## config.mk

```make
export PLATFORM = sky130hd
export DESIGN_NAME = logic_seq_flat
export DESIGN_NICKNAME = d
export VERILOG_FILES = /design/src/rtl/alu_pkg.sv /design/src/rtl/logic_seq_if.sv /design/src/rtl/logic_seq.sv /design/src/flat_wrapper.sv
export SDC_FILE = /design/constraint.sdc
export NUM_CORES = 1
export LEC_CHECK = 0
export ABC_AREA = 1
export CAP_MARGIN = 10
export CORE_ASPECT_RATIO = 1.25
export CORE_MARGIN = 2
export CORE_UTILIZATION = 56
export DETAILED_ROUTE_END_ITERATION = 7
export HOLD_SLACK_MARGIN = 0.03
export PLACE_DENSITY = 0.92
export SKIP_LAST_GASP = 1
export SLEW_MARGIN = 20
export SYNTH_ARGS = -nofsm -noshare
export SYNTH_HDL_FRONTEND = slang
export SYNTH_SLANG_ARGS = --single-unit
```

## constraint.sdc

```tcl
create_clock -name clk_i -period 5.1 [get_ports clk_i]
set_clock_uncertainty 0.1 [all_clocks]
set_input_delay 1.275 -clock clk_i [delete_from_list [all_inputs] [get_ports clk_i]]
set_output_delay 1.275 -clock clk_i [all_outputs]
set_load 0.005 [all_outputs]
```

## src/rtl/alu_pkg.sv

```systemverilog
// Shared ALU types: logic-unit op encoding and the multi-word logic sequencer states.
package alu_pkg;

  typedef enum logic [1:0] {
    LOP_NOTB = 2'd0,
    LOP_AND  = 2'd1,
    LOP_OR   = 2'd2,
    LOP_XOR  = 2'd3
  } logic_op_e;

  typedef enum logic [1:0] {
    LS_IDLE = 2'd0,
    LS_RUN  = 2'd1,
    LS_DONE = 2'd2
  } logic_seq_state_e;

endpackage

```

## src/rtl/logic_seq_if.sv

```systemverilog
// Request, response and logic-unit signals of logic_seq; the slave modport is the sequencer's view.
// Optional rsp_parity_o is present when LOGIC_SEQ_PARITY_EN is defined.
interface logic_seq_if #(
  parameter int WORD_WIDTH = 16,
  parameter int WORDS      = 4
);
  localparam int OP_W = WORDS * WORD_WIDTH;

  logic                  req_valid_i;
  logic                  req_ready_o;
  logic [1:0]            req_op_i;
  logic [OP_W-1:0]       req_a_i;
  logic [OP_W-1:0]       req_b_i;
  logic [1:0]            lu_op_o;
  logic [WORD_WIDTH-1:0] lu_a_o;
  logic [WORD_WIDTH-1:0] lu_b_o;
  logic [WORD_WIDTH-1:0] lu_not_b_o;
  logic [WORD_WIDTH-1:0] lu_r_i;
  logic                  rsp_valid_o;
  logic                  rsp_ready_i;
  logic [OP_W-1:0]       rsp_r_o;
  logic                  rsp_zero_o;
`ifdef LOGIC_SEQ_PARITY_EN
  logic                  rsp_parity_o;
`endif

  modport slave (
    input  req_valid_i, req_op_i, req_a_i, req_b_i, lu_r_i, rsp_ready_i,
    output
`ifdef LOGIC_SEQ_PARITY_EN
           rsp_parity_o,
`endif
           req_ready_o, lu_op_o, lu_a_o, lu_b_o, lu_not_b_o,
           rsp_valid_o, rsp_r_o, rsp_zero_o
  );

  modport master (
    output req_valid_i, req_op_i, req_a_i, req_b_i, lu_r_i, rsp_ready_i,
    input
`ifdef LOGIC_SEQ_PARITY_EN
           rsp_parity_o,
`endif
           req_ready_o, lu_op_o, lu_a_o, lu_b_o, lu_not_b_o,
           rsp_valid_o, rsp_r_o, rsp_zero_o
  );

endinterface

```

## src/rtl/logic_seq.sv

```systemverilog
// Multi-word initiator for the single-word logic unit: walks operand slices LS word first and assembles the result.
// Optional LOGIC_SEQ_PARITY_EN adds rsp_parity_o, the XOR-reduction of the registered result.
module logic_seq
  import alu_pkg::*;
#(
  parameter int WORD_WIDTH = 16,
  parameter int WORDS      = 4
) (
  input  logic        clk_i,
  input  logic        rst_n_i,
  logic_seq_if.slave  bus
);

  localparam int OP_W  = WORDS * WORD_WIDTH;
  localparam int IDX_W = (WORDS > 1) ? $clog2(WORDS) : 1;
  localparam logic [IDX_W-1:0] LAST_IDX = IDX_W'(WORDS - 1);

  logic_seq_state_e      state_r, state_nxt_s;
  logic_op_e             op_r, op_nxt_s;
  logic [OP_W-1:0]       a_r, a_nxt_s, b_r, b_nxt_s;
  logic [OP_W-1:0]       result_r, result_nxt_s, rsp_r_r, rsp_r_nxt_s;
  logic [IDX_W-1:0]      idx_r, idx_nxt_s;
  logic                  zero_r, zero_nxt_s;
  logic                  ready_r, ready_nxt_s, valid_r, valid_nxt_s;
  logic [1:0]            lu_op_r, lu_op_nxt_s;
  logic [WORD_WIDTH-1:0] lu_a_r, lu_a_nxt_s, lu_b_r, lu_b_nxt_s, lu_not_b_r, lu_not_b_nxt_s;
  logic                  req_fire_s, rsp_fire_s, last_s;

  assign req_fire_s = ready_r & bus.req_valid_i;
  assign rsp_fire_s = valid_r & bus.rsp_ready_i;
  assign last_s     = (idx_r == LAST_IDX);

  // State register
  always_ff @(posedge clk_i) begin
    if (!rst_n_i) begin
      state_r <= LS_IDLE;
    end else begin
      state_r <= state_nxt_s;
    end
  end

  // Next-state decode
  always_comb begin
    state_nxt_s = state_r;
    case (state_r)
      LS_IDLE: if (req_fire_s) state_nxt_s = LS_RUN;  else state_nxt_s = LS_IDLE;
      LS_RUN:  if (last_s)     state_nxt_s = LS_DONE; else state_nxt_s = LS_RUN;
      LS_DONE: if (rsp_fire_s) state_nxt_s = LS_IDLE; else state_nxt_s = LS_DONE;
      default: state_nxt_s = LS_IDLE;
    endcase
  end

  // Operand latch, slice index and result assembly
  always_comb begin
    op_nxt_s     = op_r;
    a_nxt_s      = a_r;
    b_nxt_s      = b_r;
    idx_nxt_s    = idx_r;
    result_nxt_s = result_r;
    rsp_r_nxt_s  = rsp_r_r;
    zero_nxt_s   = zero_r;
    case (state_r)
      LS_IDLE: begin
        if (req_fire_s) begin
          op_nxt_s  = logic_op_e'(bus.req_op_i);
          a_nxt_s   = bus.req_a_i;
          b_nxt_s   = bus.req_b_i;
          idx_nxt_s = '0;
        end else begin
          idx_nxt_s = idx_r;
        end
      end
      LS_RUN: begin
        result_nxt_s[int'(idx_r) * WORD_WIDTH +: WORD_WIDTH] = bus.lu_r_i;
        if (last_s) begin
          idx_nxt_s   = '0;
          rsp_r_nxt_s = result_nxt_s;
          zero_nxt_s  = (result_nxt_s == '0);
        end else begin
          idx_nxt_s = idx_r + IDX_W'(1);
        end
      end
      LS_DONE: idx_nxt_s = idx_r;
      default: idx_nxt_s = '0;
    endcase
  end

  // Output next values; lu_* are pre-loaded with the slice the next RUN cycle needs
  always_comb begin
    ready_nxt_s    = (state_nxt_s == LS_IDLE);
    valid_nxt_s    = (state_nxt_s == LS_DONE);
    lu_op_nxt_s    = 2'd0;
    lu_a_nxt_s     = '0;
    lu_b_nxt_s     = '0;
    lu_not_b_nxt_s = '0;
    if (state_nxt_s == LS_RUN) begin
      lu_op_nxt_s    = op_nxt_s;
      lu_a_nxt_s     = a_nxt_s[int'(idx_nxt_s) * WORD_WIDTH +: WORD_WIDTH];
      lu_b_nxt_s     = b_nxt_s[int'(idx_nxt_s) * WORD_WIDTH +: WORD_WIDTH];
      lu_not_b_nxt_s = ~b_nxt_s[int'(idx_nxt_s) * WORD_WIDTH +: WORD_WIDTH];
    end else begin
      lu_op_nxt_s = 2'd0;
    end
  end

  // Datapath and output registers
  always_ff @(posedge clk_i) begin
    if (!rst_n_i) begin
      op_r       <= LOP_NOTB;
      a_r        <= '0;
      b_r        <= '0;
      idx_r      <= '0;
      result_r   <= '0;
      rsp_r_r    <= '0;
      zero_r     <= 1'b0;
      ready_r    <= 1'b0;
      valid_r    <= 1'b0;
      lu_op_r    <= 2'd0;
      lu_a_r     <= '0;
      lu_b_r     <= '0;
      lu_not_b_r <= '0;
    end else begin
      op_r       <= op_nxt_s;
      a_r        <= a_nxt_s;
      b_r        <= b_nxt_s;
      idx_r      <= idx_nxt_s;
      result_r   <= result_nxt_s;
      rsp_r_r    <= rsp_r_nxt_s;
      zero_r     <= zero_nxt_s;
      ready_r    <= ready_nxt_s;
      valid_r    <= valid_nxt_s;
      lu_op_r    <= lu_op_nxt_s;
      lu_a_r     <= lu_a_nxt_s;
      lu_b_r     <= lu_b_nxt_s;
      lu_not_b_r <= lu_not_b_nxt_s;
    end
  end

`ifdef LOGIC_SEQ_PARITY_EN
  function automatic logic parity_f(input logic [OP_W-1:0] v);
    return ^v;
  endfunction

  logic parity_r;

  // Parity follows the result register, so it is held with the response
  always_ff @(posedge clk_i) begin
    if (!rst_n_i) begin
      parity_r <= 1'b0;
    end else if ((state_r == LS_RUN) && last_s) begin
      parity_r <= parity_f(result_nxt_s);
    end else begin
      parity_r <= parity_r;
    end
  end

  assign bus.rsp_parity_o = parity_r;
`endif

  assign bus.req_ready_o = ready_r;
  assign bus.rsp_valid_o = valid_r;
  assign bus.rsp_r_o     = rsp_r_r;
  assign bus.rsp_zero_o  = zero_r;
  assign bus.lu_op_o     = lu_op_r;
  assign bus.lu_a_o      = lu_a_r;
  assign bus.lu_b_o      = lu_b_r;
  assign bus.lu_not_b_o  = lu_not_b_r;

endmodule

```

## src/flat_wrapper.sv

```systemverilog
// flat-port wrapper written by rule: the top's interface ports become plain ports
module logic_seq_flat import alu_pkg::*;
#(
  parameter int WORD_WIDTH = 16,
  parameter int WORDS      = 4
)
  (clk_i, rst_n_i, bus_req_valid_i, bus_req_op_i, bus_req_a_i, bus_req_b_i, bus_lu_r_i, bus_rsp_ready_i, bus_req_ready_o, bus_lu_op_o, bus_lu_a_o, bus_lu_b_o, bus_lu_not_b_o, bus_rsp_valid_o, bus_rsp_r_o, bus_rsp_zero_o);
  logic_seq_if #(.WORD_WIDTH(WORD_WIDTH), .WORDS(WORDS)) bus_i ();
  input  logic clk_i;
  input  logic rst_n_i;
  input wire logic [$bits(bus_i.req_valid_i)-1:0] bus_req_valid_i;
  input wire logic [$bits(bus_i.req_op_i)-1:0] bus_req_op_i;
  input wire logic [$bits(bus_i.req_a_i)-1:0] bus_req_a_i;
  input wire logic [$bits(bus_i.req_b_i)-1:0] bus_req_b_i;
  input wire logic [$bits(bus_i.lu_r_i)-1:0] bus_lu_r_i;
  input wire logic [$bits(bus_i.rsp_ready_i)-1:0] bus_rsp_ready_i;
  output wire logic [$bits(bus_i.req_ready_o)-1:0] bus_req_ready_o;
  output wire logic [$bits(bus_i.lu_op_o)-1:0] bus_lu_op_o;
  output wire logic [$bits(bus_i.lu_a_o)-1:0] bus_lu_a_o;
  output wire logic [$bits(bus_i.lu_b_o)-1:0] bus_lu_b_o;
  output wire logic [$bits(bus_i.lu_not_b_o)-1:0] bus_lu_not_b_o;
  output wire logic [$bits(bus_i.rsp_valid_o)-1:0] bus_rsp_valid_o;
  output wire logic [$bits(bus_i.rsp_r_o)-1:0] bus_rsp_r_o;
  output wire logic [$bits(bus_i.rsp_zero_o)-1:0] bus_rsp_zero_o;
  assign bus_i.req_valid_i = bus_req_valid_i;
  assign bus_i.req_op_i = bus_req_op_i;
  assign bus_i.req_a_i = bus_req_a_i;
  assign bus_i.req_b_i = bus_req_b_i;
  assign bus_i.lu_r_i = bus_lu_r_i;
  assign bus_i.rsp_ready_i = bus_rsp_ready_i;
  assign bus_req_ready_o = bus_i.req_ready_o;
  assign bus_lu_op_o = bus_i.lu_op_o;
  assign bus_lu_a_o = bus_i.lu_a_o;
  assign bus_lu_b_o = bus_i.lu_b_o;
  assign bus_lu_not_b_o = bus_i.lu_not_b_o;
  assign bus_rsp_valid_o = bus_i.rsp_valid_o;
  assign bus_rsp_r_o = bus_i.rsp_r_o;
  assign bus_rsp_zero_o = bus_i.rsp_zero_o;
  logic_seq #(.WORD_WIDTH(WORD_WIDTH), .WORDS(WORDS)) u_core (.clk_i(clk_i), .rst_n_i(rst_n_i), .bus(bus_i));
endmodule
```

==> flow_summary.toml, run 1 <==
[setup_path]
r2r_end = "u_core.bus.rsp_zero_o"
startpoint_type = "flip-flop"
slowest_stage = "dfxtp_1"
worstRegToRegCells = 12
crit_arrival_ps = 3900
path_cells = "inv_1, ha_1, inv_1, nand2_1, nor2_1, a22oi_1, nand2_1, nor2_1, nand2_1, nor2_1, nand3_1, a21oi_1"
worstPathMaxFanout = 20
critPathKind = "flip-flop to flip-flop"
required_ps = 5390
r2r_setup_slack_ps = 1500
max_stage_delay_ps = 840
end_kind = "flip-flop"
r2r_start = "u_core.idx_r[0]"

[sta]
tightest_slew_ps = 1100
max_slew_margin_pct = 26.4
fin_ws_ps = 1500
fmax_mhz = 277
final.period_utilization_pct = 70.7
hold_violations = 0
finalSetupTns_ps = 0
finalSetupViolations = 0
drv_slew = 0
min_period_ps = 3600
rsz0062_at_grt = "false"

[detailed_routing]
wl_per_cell_um = 16.2
vias = 12197
drt_iter0_drc = 897
dr.pass1.iters = 6
viasPerCell = 5.33
drc = 0
ant_nets = 0
routed_wirelength_um = 37100

[power]
total_power_uw = 5890
p_sw_uw = 1530
internal-power_uw = 4360
clkPwrFrac_pct = 40.6
pwr-share-seq_pct = 44.5
swShare_pct = 26.0
power.leakage_uw = 0.00870
ir_drop_mv = 0.346
power_density_nw_per_um2 = 346
p_comb_share_pct = 14.8

[grt]
grt_pass1_vias = 11741
track_usage_pct = 28.6
grt.overflow.total = 0
grt_first_pass_wirelength_um = 57800
grt_max_degree = 147
antenna_found_initial = 2

[logic_synthesis]
syn_inst = 1773
synth_edf_count = 0
synth_seq_cells = 315
synth-simple-area-share_pct = 20.2
yosysSeqAreaShare_pct = 47.2
synth_top_family_by_area = "simple AND/OR/NAND/NOR gates"
synth-warning-count = 0
synth_ff_type = "dfxtp_1"
synth_adder_area_share_pct = 0.562
synth_compound_area_share_pct = 12.8
syn_avg_cell_area_um2 = 7.53
async_flop_share_pct = 0
syn-num-nets = 1929
synth_xor_area_share_pct = 0
muxShareOfSynthArea_pct = 8.55
synth_area_um2 = 13400
synth.distinct_cells = 30

[final_layout]
layout.nets = 2129
fin_area_um2 = 17100
area_growth_pct = 27.7
fin_cells = 2289
drive_gt1_share_pct = 3.76

[clock_tree]
clock-sinks = 315
clockBufferDepth = 3
htree_levels = 1
cts-root-buf = "clkbuf_16"
clk_pin_slew_ps = 60
cts_setup_buffers = 0
cts_tree = "built"
cts-hold-fix-buffers = 0
post_cts_resized = 0
cts_buffers = 31
clk_latency_ps = 550

[placed_design]
portBuffers = 266
pre_cts_slack_ps = 1380
place_inst = 2231
dp_hpwl_um = 24700
placed_area_um2 = 16000
place_congestion = 0.936

[outcome]
status = "complete, no violations"

[floorplanning]
core_region_area_um2 = 23600
die_w_um = 142
die_h_um = 177
ios = 267
die_area_um2 = 25100
start_util_pct = 56.7
fp-row-count = 63

[hold_path]
hold_class = "flip-flop to flip-flop"
hold_end = "u_core.result_r[36]"
holdPathStages = 2
hp-start = "u_core.result_r[36]"

[run]
max_cap_viol_count = 0
## kinds of logic (layout without fill, tap and decap cells)
logic type,count (synthesis),in the layout
AO/OA/AOI/OAI,307,307
flip-flops,315,315
multiplexers,114,114
adder cells (fa/ha/maj),6,6
AND/OR/NAND/NOR,681,681
other,0,1
buffers and inverters,350,573
## power groups by stage
stage | combinational (uW) | clock [uW] | sequential, uW
after floorplan | 546 | 0 | 2670
after detailed placement | 845 | 0 | 2680
after global placement | 819 | 0 | 2670
final | 875 | 2390 | 2620
after CTS | 862 | 2420 | 2620
after global routing | 963 | 2520 | 2630
## worst max-delay path, delay by kind of cell (launching register included)
| kind | cells | cell delay (ps) |
|---|---|---|
| DFF | 1 | 840 |
| buffers and inverters | 2 | 430 |
| adders and majority gates | 1 | 410 |
| AOI/OAI and AO/OA | 2 | 390 |
| and+or+nand+nor | 7 | 1290 |
## metrics by stage
stage	hold WS, ps	util, %
finish	388	72.4
global route	421	72.4
CTS	385	72.2
detailed placement	375	67.7
global placement	356	67.7
floorplan	354	-
## synth_stat cells, types with 7 or more instances
master | count | area share (%)
o21a_1 | 46 | 2.6
dfxtp_1 | 315 | 47
a21oi_1 | 108 | 4.0
clkbuf_1 | 53 | 1.5
inv_1 | 233 | 6.5
o21ai_1 | 11 | 0.41
buf_2 | 33 | 1.2
o21ai_0 | 119 | 4.5
nand2_1 | 366 | 10
nand3_1 | 80 | 3.0
buf_4 | 15 | 0.84
nor2_1 | 222 | 6.2
buf_1 | 7 | 0.20
nand4_1 | 7 | 0.33
o211ai_1 | 17 | 0.96
mux2i_1 | 114 | 8.5
## how the worst max path moves through the flow
stage / from / endpoint / slack, ps / cells after the start
6_report: u_core.idx_r[0] / u_core.bus.rsp_zero_o / 1500 / 12
5_1_grt: u_core.idx_r[0] / u_core.bus.rsp_zero_o / 1170 / 12
4_1_cts: u_core.idx_r[0] / u_core.bus.rsp_zero_o / 1570 / 12
3_5_place_dp: bus_req_valid_i / u_core.bus.lu_a_o[10] / 1380 / 10
3_3_place_gp: bus_req_valid_i / u_core.bus.lu_b_o[12] / 1530 / 10
2_1_floorplan: bus_req_valid_i / u_core.bus.lu_b_o[10] / 2660 / 7
## cell type report
cell class,instances,area [um^2]
tap,292,365
inverter,240,906
timing repair buffer,277,2770
fill,1738,6520
sequential,315,6310
multi-input combinational,1108,5630
clock inverter,16,219
clock buffer,40,850
antenna,1,2.50
## state kept, by name, indices dropped and copies added (netlist names), 16 cells and up
| register | flops |
|---|---|
| u_core.bus.lu_not_b_o | 16 |
| u_core.bus.lu_b_o | 16 |
| u_core.bus.rsp_r_o | 64 |
| u_core.a_r | 64 |
| u_core.result_r | 64 |
| u_core.b_r | 64 |
| u_core.bus.lu_a_o | 16 |
## per-layer routing
layer | GRT usage, % | share of wire, % | routed length [um]
met5 | 0 | 0.030 | 11
met3 | 6.71 | 8.0 | 2950
met1 | 31.7 | 37 | 13600
met4 | 17.0 | 6.5 | 2410
met2 | 49.7 | 49 | 18200
## layout by cell type (no fill, tap or decap), types with 2 or more instances in the layout
cell type | synthesis | routed
clkdlybuf4s50_1 | 0 | 265
nand3_1 | 80 | 80
inv_2 | 6 | 6
nor2_4 | 1 | 2
clkbuf_1 | 53 | 5
o21a_1 | 46 | 46
ha_1 | 6 | 6
o21ai_0 | 119 | 119
nand2_2 | 0 | 3
clkbuf_8 | 0 | 4
nand2_1 | 366 | 363
inv_1 | 233 | 232
clkinv_2 | 0 | 6
a31oi_1 | 2 | 2
buf_4 | 15 | 9
o21ai_1 | 11 | 11
dfxtp_1 | 315 | 315
nor2_1 | 222 | 222
nand3b_1 | 2 | 2
nand4_1 | 7 | 7
bufinv_16 | 0 | 5
mux2i_1 | 114 | 114
o211ai_1 | 17 | 17
clkinvlp_4 | 0 | 4
clkbuf_16 | 0 | 31
a21oi_1 | 108 | 108
Note: power is estimated with default switching activity, not from simulation.
==> run 2: changes to the inputs <==
--- a/config.mk
+++ b/config.mk
@@ -9,10 +9,10 @@
 export CAP_MARGIN = 10
 export CORE_ASPECT_RATIO = 1.25
 export CORE_MARGIN = 2
-export CORE_UTILIZATION = 56
+export CORE_UTILIZATION = 47
 export DETAILED_ROUTE_END_ITERATION = 7
 export HOLD_SLACK_MARGIN = 0.03
-export PLACE_DENSITY = 0.92
+export PLACE_DENSITY = 0.83
 export SKIP_LAST_GASP = 1
 export SLEW_MARGIN = 20
 export SYNTH_ARGS = -nofsm -noshare
==> constraint.sdc (replaced) <==
create_clock -name clk_i -period 2.92 [get_ports clk_i]
set_clock_uncertainty 0.1 [all_clocks]
set_input_delay 0.73 -clock clk_i [delete_from_list [all_inputs] [get_ports clk_i]]
set_output_delay 0.73 -clock clk_i [all_outputs]
set_load 0.005 [all_outputs]
==> flow_summary.toml, run 2 (synthesized netlist as in run 1, its figures left out) <==
[power]
p_sw_uw = 2670
ir_drop_mv = 0.462
power.leakage_uw = 0.00890
total_power_uw = 10400
swShare_pct = 25.7
power_density_nw_per_um2 = 593
internal-power_uw = 7700
pwr-share-seq_pct = 44.1
p_comb_share_pct = 15.1
clkPwrFrac_pct = 40.8

[floorplanning]
die_area_um2 = 29800
fp-row-count = 69
die_w_um = 155
die_h_um = 192
ios = 267
start_util_pct = 47.3
core_region_area_um2 = 28200

[sta]
drv_slew = 0
finalSetupTns_ps = 0
fmax_mhz = 376
finalSetupViolations = 0
min_period_ps = 2660
fin_ws_ps = 258
hold_violations = 0
rsz0062_at_grt = "false"
final.period_utilization_pct = 91.2
max_slew_margin_pct = 30.2
tightest_slew_ps = 1040

[setup_path]
startpoint_type = "flip-flop"
critPathKind = "flip-flop to flip-flop"
slowest_stage = "nor2_1"
max_stage_delay_ps = 820
worstPathMaxFanout = 16
end_kind = "flip-flop"
crit_arrival_ps = 2980
required_ps = 3240
path_cells = "inv_1, ha_1, nor2_1, nand3_1, nand2_1, nor2_1, nand2_1, nor2_1, nand2_1, nor2_1, nand3_1, a21oi_1"
crit_top_cell = "nor2_1"

[final_layout]
drive_gt1_share_pct = 5.24
layout_common_cells = "363 x nand2_1, 315 x dfxtp_1, 265 x clkdlybuf4s50_1, 232 x inv_1, 221 x nor2_1"
final_common_cell = "nand2_1"
nFillCells = 2375
area_growth_pct = 30.9
layout.nets = 2155
fin_cells = 2380
fin_area_um2 = 17500

[outcome]
status = "complete, no violations"

[clock_tree]
cts_setup_buffers = 0
cts-root-buf = "clkbuf_16"
clk_latency_ps = 570
htree_levels = 1
clk_pin_slew_ps = 60
cts_tree = "built"
cts-hold-fix-buffers = 0
cts_buffers = 31
clockBufferDepth = 3
clock-sinks = 315

[grt]
antenna_found_initial = 2
grt_first_pass_wirelength_um = 58900
grt_util_met3_pct = 5.84
grt_pass1_vias = 11913
grt_max_degree = 128
track_usage_pct = 24.3
met2_usage_pct = 43.7
grt_use_met1_pct = 27.6
grt.overflow.total = 0
grt-busiest-layer = "met2"

[detailed_routing]
wl_per_cell_um = 15.6
drt_iter0_drc = 683
ant_nets = 0
drc = 0
routed_wirelength_um = 37100
vias = 12177
dr.pass1.iters = 5
viasPerCell = 5.12

[placed_design]
portBuffers = 266
place_inst = 2320
placed_area_um2 = 16300
pre_cts_slack_ps = 111
place_congestion = 0.870
dp_hpwl_um = 25900

[hold_path]
hold_class = "flip-flop to flip-flop"

[run]
max_cap_viol_count = 0
## run 2: power groups by stage
| stage | clock network, uW | logic [uW] | registers (uW) |
|---|---|---|---|
| 6_report | 4230 | 1560 | 4580 |
| 5_1_grt | 4460 | 1740 | 4590 |
| 4_1_cts | 4290 | 1560 | 4580 |
| 3_5_place_dp | 0 | 1540 | 4670 |
| 3_3_place_gp | 0 | 1500 | 4660 |
| 2_1_floorplan | 0 | 953 | 4660 |
## run 2: final cells by class
| class | instances | area, um^2 | share of cell area, % |
|---|---|---|---|
| diodes | 1 | 2.50 | 0.0143 |
| well taps | 355 | 444 | 2.54 |
| inverters | 240 | 906 | 5.18 |
| repair buffers | 303 | 3080 | 17.6 |
| multi-input cells | 1108 | 5640 | 32.2 |
| flip-flops and latches | 315 | 6310 | 36.1 |
| clock buffers | 43 | 911 | 5.21 |
| clock inverters | 15 | 189 | 1.08 |
## run 2: metal layers
| metal | share of wire [%] | wire (um) |
|---|---|---|
| met1 | 38 | 13900 |
| met2 | 50 | 18600 |
| met3 | 8.4 | 3120 |
| met4 | 4.0 | 1480 |
| met5 | 0.035 | 13 |
## run 2: critical path, delay by kind of cell (launching register included)
kind                       cells  cell delay, ps
AOI/OAI and AO/OA              1              60
adders and majority gates      1             340
buffers and inverters          1             110
DFF                            1             370
and+or+nand+nor                9            1540
## run 2: final timing paths
path	startpoint	end	slack, ps	cells past startpoint
max	u_core.idx_r[1]	u_core.bus.rsp_zero_o	260	12
min	u_core.result_r[36]	u_core.result_r[36]	390	2
max reg2reg	u_core.idx_r[1]	u_core.bus.rsp_zero_o	260	12
min reg2reg	u_core.result_r[36]	u_core.result_r[36]	390	2
## run 2: per-stage QoR
step / hold slack (ps) / utilization [%]
floorplan: 354 / -
global placement: 364 / 57.9
detailed placement: 375 / 57.9
CTS: 385 / 61.8
global route: 414 / 61.9
finish: 387 / 61.9
## run 2: what timing repair did
item / CTS / global route
resized for setup: 0 / 1
hold endpoints to repair: 0 / 0
setup endpoints to repair: 0 / 1
==> run 3: changes to the inputs <==
--- a/config.mk
+++ b/config.mk
@@ -6,7 +6,7 @@
 export NUM_CORES = 1
 export LEC_CHECK = 0
 export ABC_AREA = 1
-export CAP_MARGIN = 10
+export CAP_MARGIN = 20
 export CORE_ASPECT_RATIO = 1.25
 export CORE_MARGIN = 2
 export CORE_UTILIZATION = 47
==> flow_summary.toml, run 3 (synthesized netlist as in run 1, its figures left out) <==
[detailed_routing]
dr.pass1.iters = 6
vias = 12204
drc = 0
viasPerCell = 5.13
routed_wirelength_um = 37100
drt_iter0_drc = 716
ant_nets = 0
wl_per_cell_um = 15.6

[setup_path]
slowest_stage = "nor2_1"
crit_buf_inv = 2
crit_family = "simple AND/OR/NAND/NOR gates"
r2r_start = "u_core.idx_r[0]"
max_stage_delay_ps = 580
worstRegToRegCells = 13
end_kind = "flip-flop"
path_cells = "buf_4, ha_1, inv_2, nor2_1, nand2_1, nand2_1, nor2_1, nand2_1, nor2_1, nand2_1, nor2_1, nand3_1, a21oi_1"
crit_arrival_ps = 2940
required_ps = 3240
worstPathMaxFanout = 19
startpoint_type = "flip-flop"
critPathKind = "flip-flop to flip-flop"
r2r_end = "u_core.bus.rsp_zero_o"
r2r_setup_slack_ps = 300

[clock_tree]
cts_setup_buffers = 0
clk_latency_ps = 570
clk_pin_slew_ps = 60
cts-hold-fix-buffers = 0
cts_tree = "built"
cts_buffers = 31
post_cts_resized = 0
clock-sinks = 315
cts-root-buf = "clkbuf_16"
htree_levels = 1
clockBufferDepth = 3

[sta]
tightest_slew_ps = 679
drv_slew = 0
min_period_ps = 2620
finalSetupTns_ps = 0
finalSetupViolations = 0
hold_violations = 0
final.period_utilization_pct = 89.6
timing.hold.ws_ps = 388
max_slew_margin_pct = 54.6
rsz0062_at_grt = "false"
fmax_mhz = 382

[placed_design]
place_congestion = 0.870
dp_hpwl_um = 25900
portBuffers = 266

[final_layout]
area_growth_pct = 30.9
layout_common_cells = "363 x nand2_1, 315 x dfxtp_1, 265 x clkdlybuf4s50_1, 232 x inv_1, 221 x nor2_1"
drive_gt1_share_pct = 5.28
final_common_cell = "nand2_1"
layout.nets = 2156

[power]
power_density_nw_per_um2 = 593
ir_drop_mv = 0.461
power.leakage_uw = 0.00891

[floorplanning]
core_region_area_um2 = 28200
die_area_um2 = 29800
die_w_um = 155
die_h_um = 192
start_util_pct = 47.3
ios = 267
fp-row-count = 69

[run]
max_cap_viol_count = 0

[grt]
grt_max_degree = 128
track_usage_pct = 24.3
antenna_found_initial = 2
grt_pass1_vias = 11913
grt.overflow.total = 0
grt_first_pass_wirelength_um = 58900

[hold_path]
hp-start = "u_core.result_r[36]"
hold_class = "flip-flop to flip-flop"
holdPathStages = 2
hold_end = "u_core.result_r[36]"

[outcome]
status = "complete, no violations"
==> run 3: layer usage <==
| layer | GRT usage, % | part of all wire (%) | up-vias | routed length [um] |
|---|---|---|---|---|
| met5 | 0 | 0.035 | - | 13 |
| met4 | 10.3 | 4.2 | 2 | 1560 |
| met3 | 5.84 | 8.4 | 111 | 3110 |
| met2 | 43.7 | 50 | 482 | 18500 |
| met1 | 27.6 | 37 | 5564 | 13900 |
| li1 | - | - | 6045 | - |
==> run 3: how the worst max path moves through the flow <==
stage	slack (ps)	start	end	depth (start not counted)
floorplan	790	u_core.idx_r[0]	u_core.bus.rsp_zero_o	14
global placement	150	bus_req_valid_i	u_core.bus.lu_a_o[15]	9
detailed placement	110	bus_req_valid_i	u_core.bus.lu_a_o[3]	9
CTS	280	u_core.idx_r[1]	u_core.bus.rsp_zero_o	12
global route	60	u_core.idx_r[0]	u_core.bus.rsp_zero_o	13
finish	300	u_core.idx_r[0]	u_core.bus.rsp_zero_o	13
==> run 3: area by class of cell <==
| cell class | instances | area [um^2] |
|---|---|---|
| Antenna cell | 1 | 2.50 |
| Clock buffer | 43 | 911 |
| Clock inverter | 15 | 189 |
| Fill cell | 2375 | 10700 |
| Inverter | 240 | 906 |
| Multi-Input combinational cell | 1108 | 5640 |
| Sequential cell | 315 | 6310 |
| Tap cell | 355 | 444 |
| Timing Repair Buffer | 304 | 3090 |
==> run 3: per-stage QoR <==
step / util (%) / power [uW] / instances / instance area, um^2 / setup WS (ps)
final: 61.9 / 10400 / 2381 / 17500 / 303
after global routing: 61.9 / 10800 / 2381 / 17500 / 58.3
after CTS: 61.8 / 10400 / 2378 / 17400 / 280
after detailed placement: 57.9 / 6210 / 2320 / 16300 / 111
after global placement: 57.9 / 6170 / 2320 / 16300 / 145
after floorplan: - / 5610 / 1773 / 13400 / 786
==> run 3: worst reg2reg max path: stages (launching register included) <==
cell,delay [ps]
dfxtp_1,330
buf_4,240
ha_1,310
inv_2,180
nor2_1,580
nand2_1,140
nand2_1,150
nor2_1,60
nand2_1,60
nor2_1,40
nand2_1,80
nor2_1,70
nand3_1,70
a21oi_1,60
==> run 3: power by group <==
part           switching (uW)  internal (uW)  total [uW]
logic                     896            672        1570
registers                72.8           4500        4580
clock network            1700           2530        4230
total                    2670           7710       10400
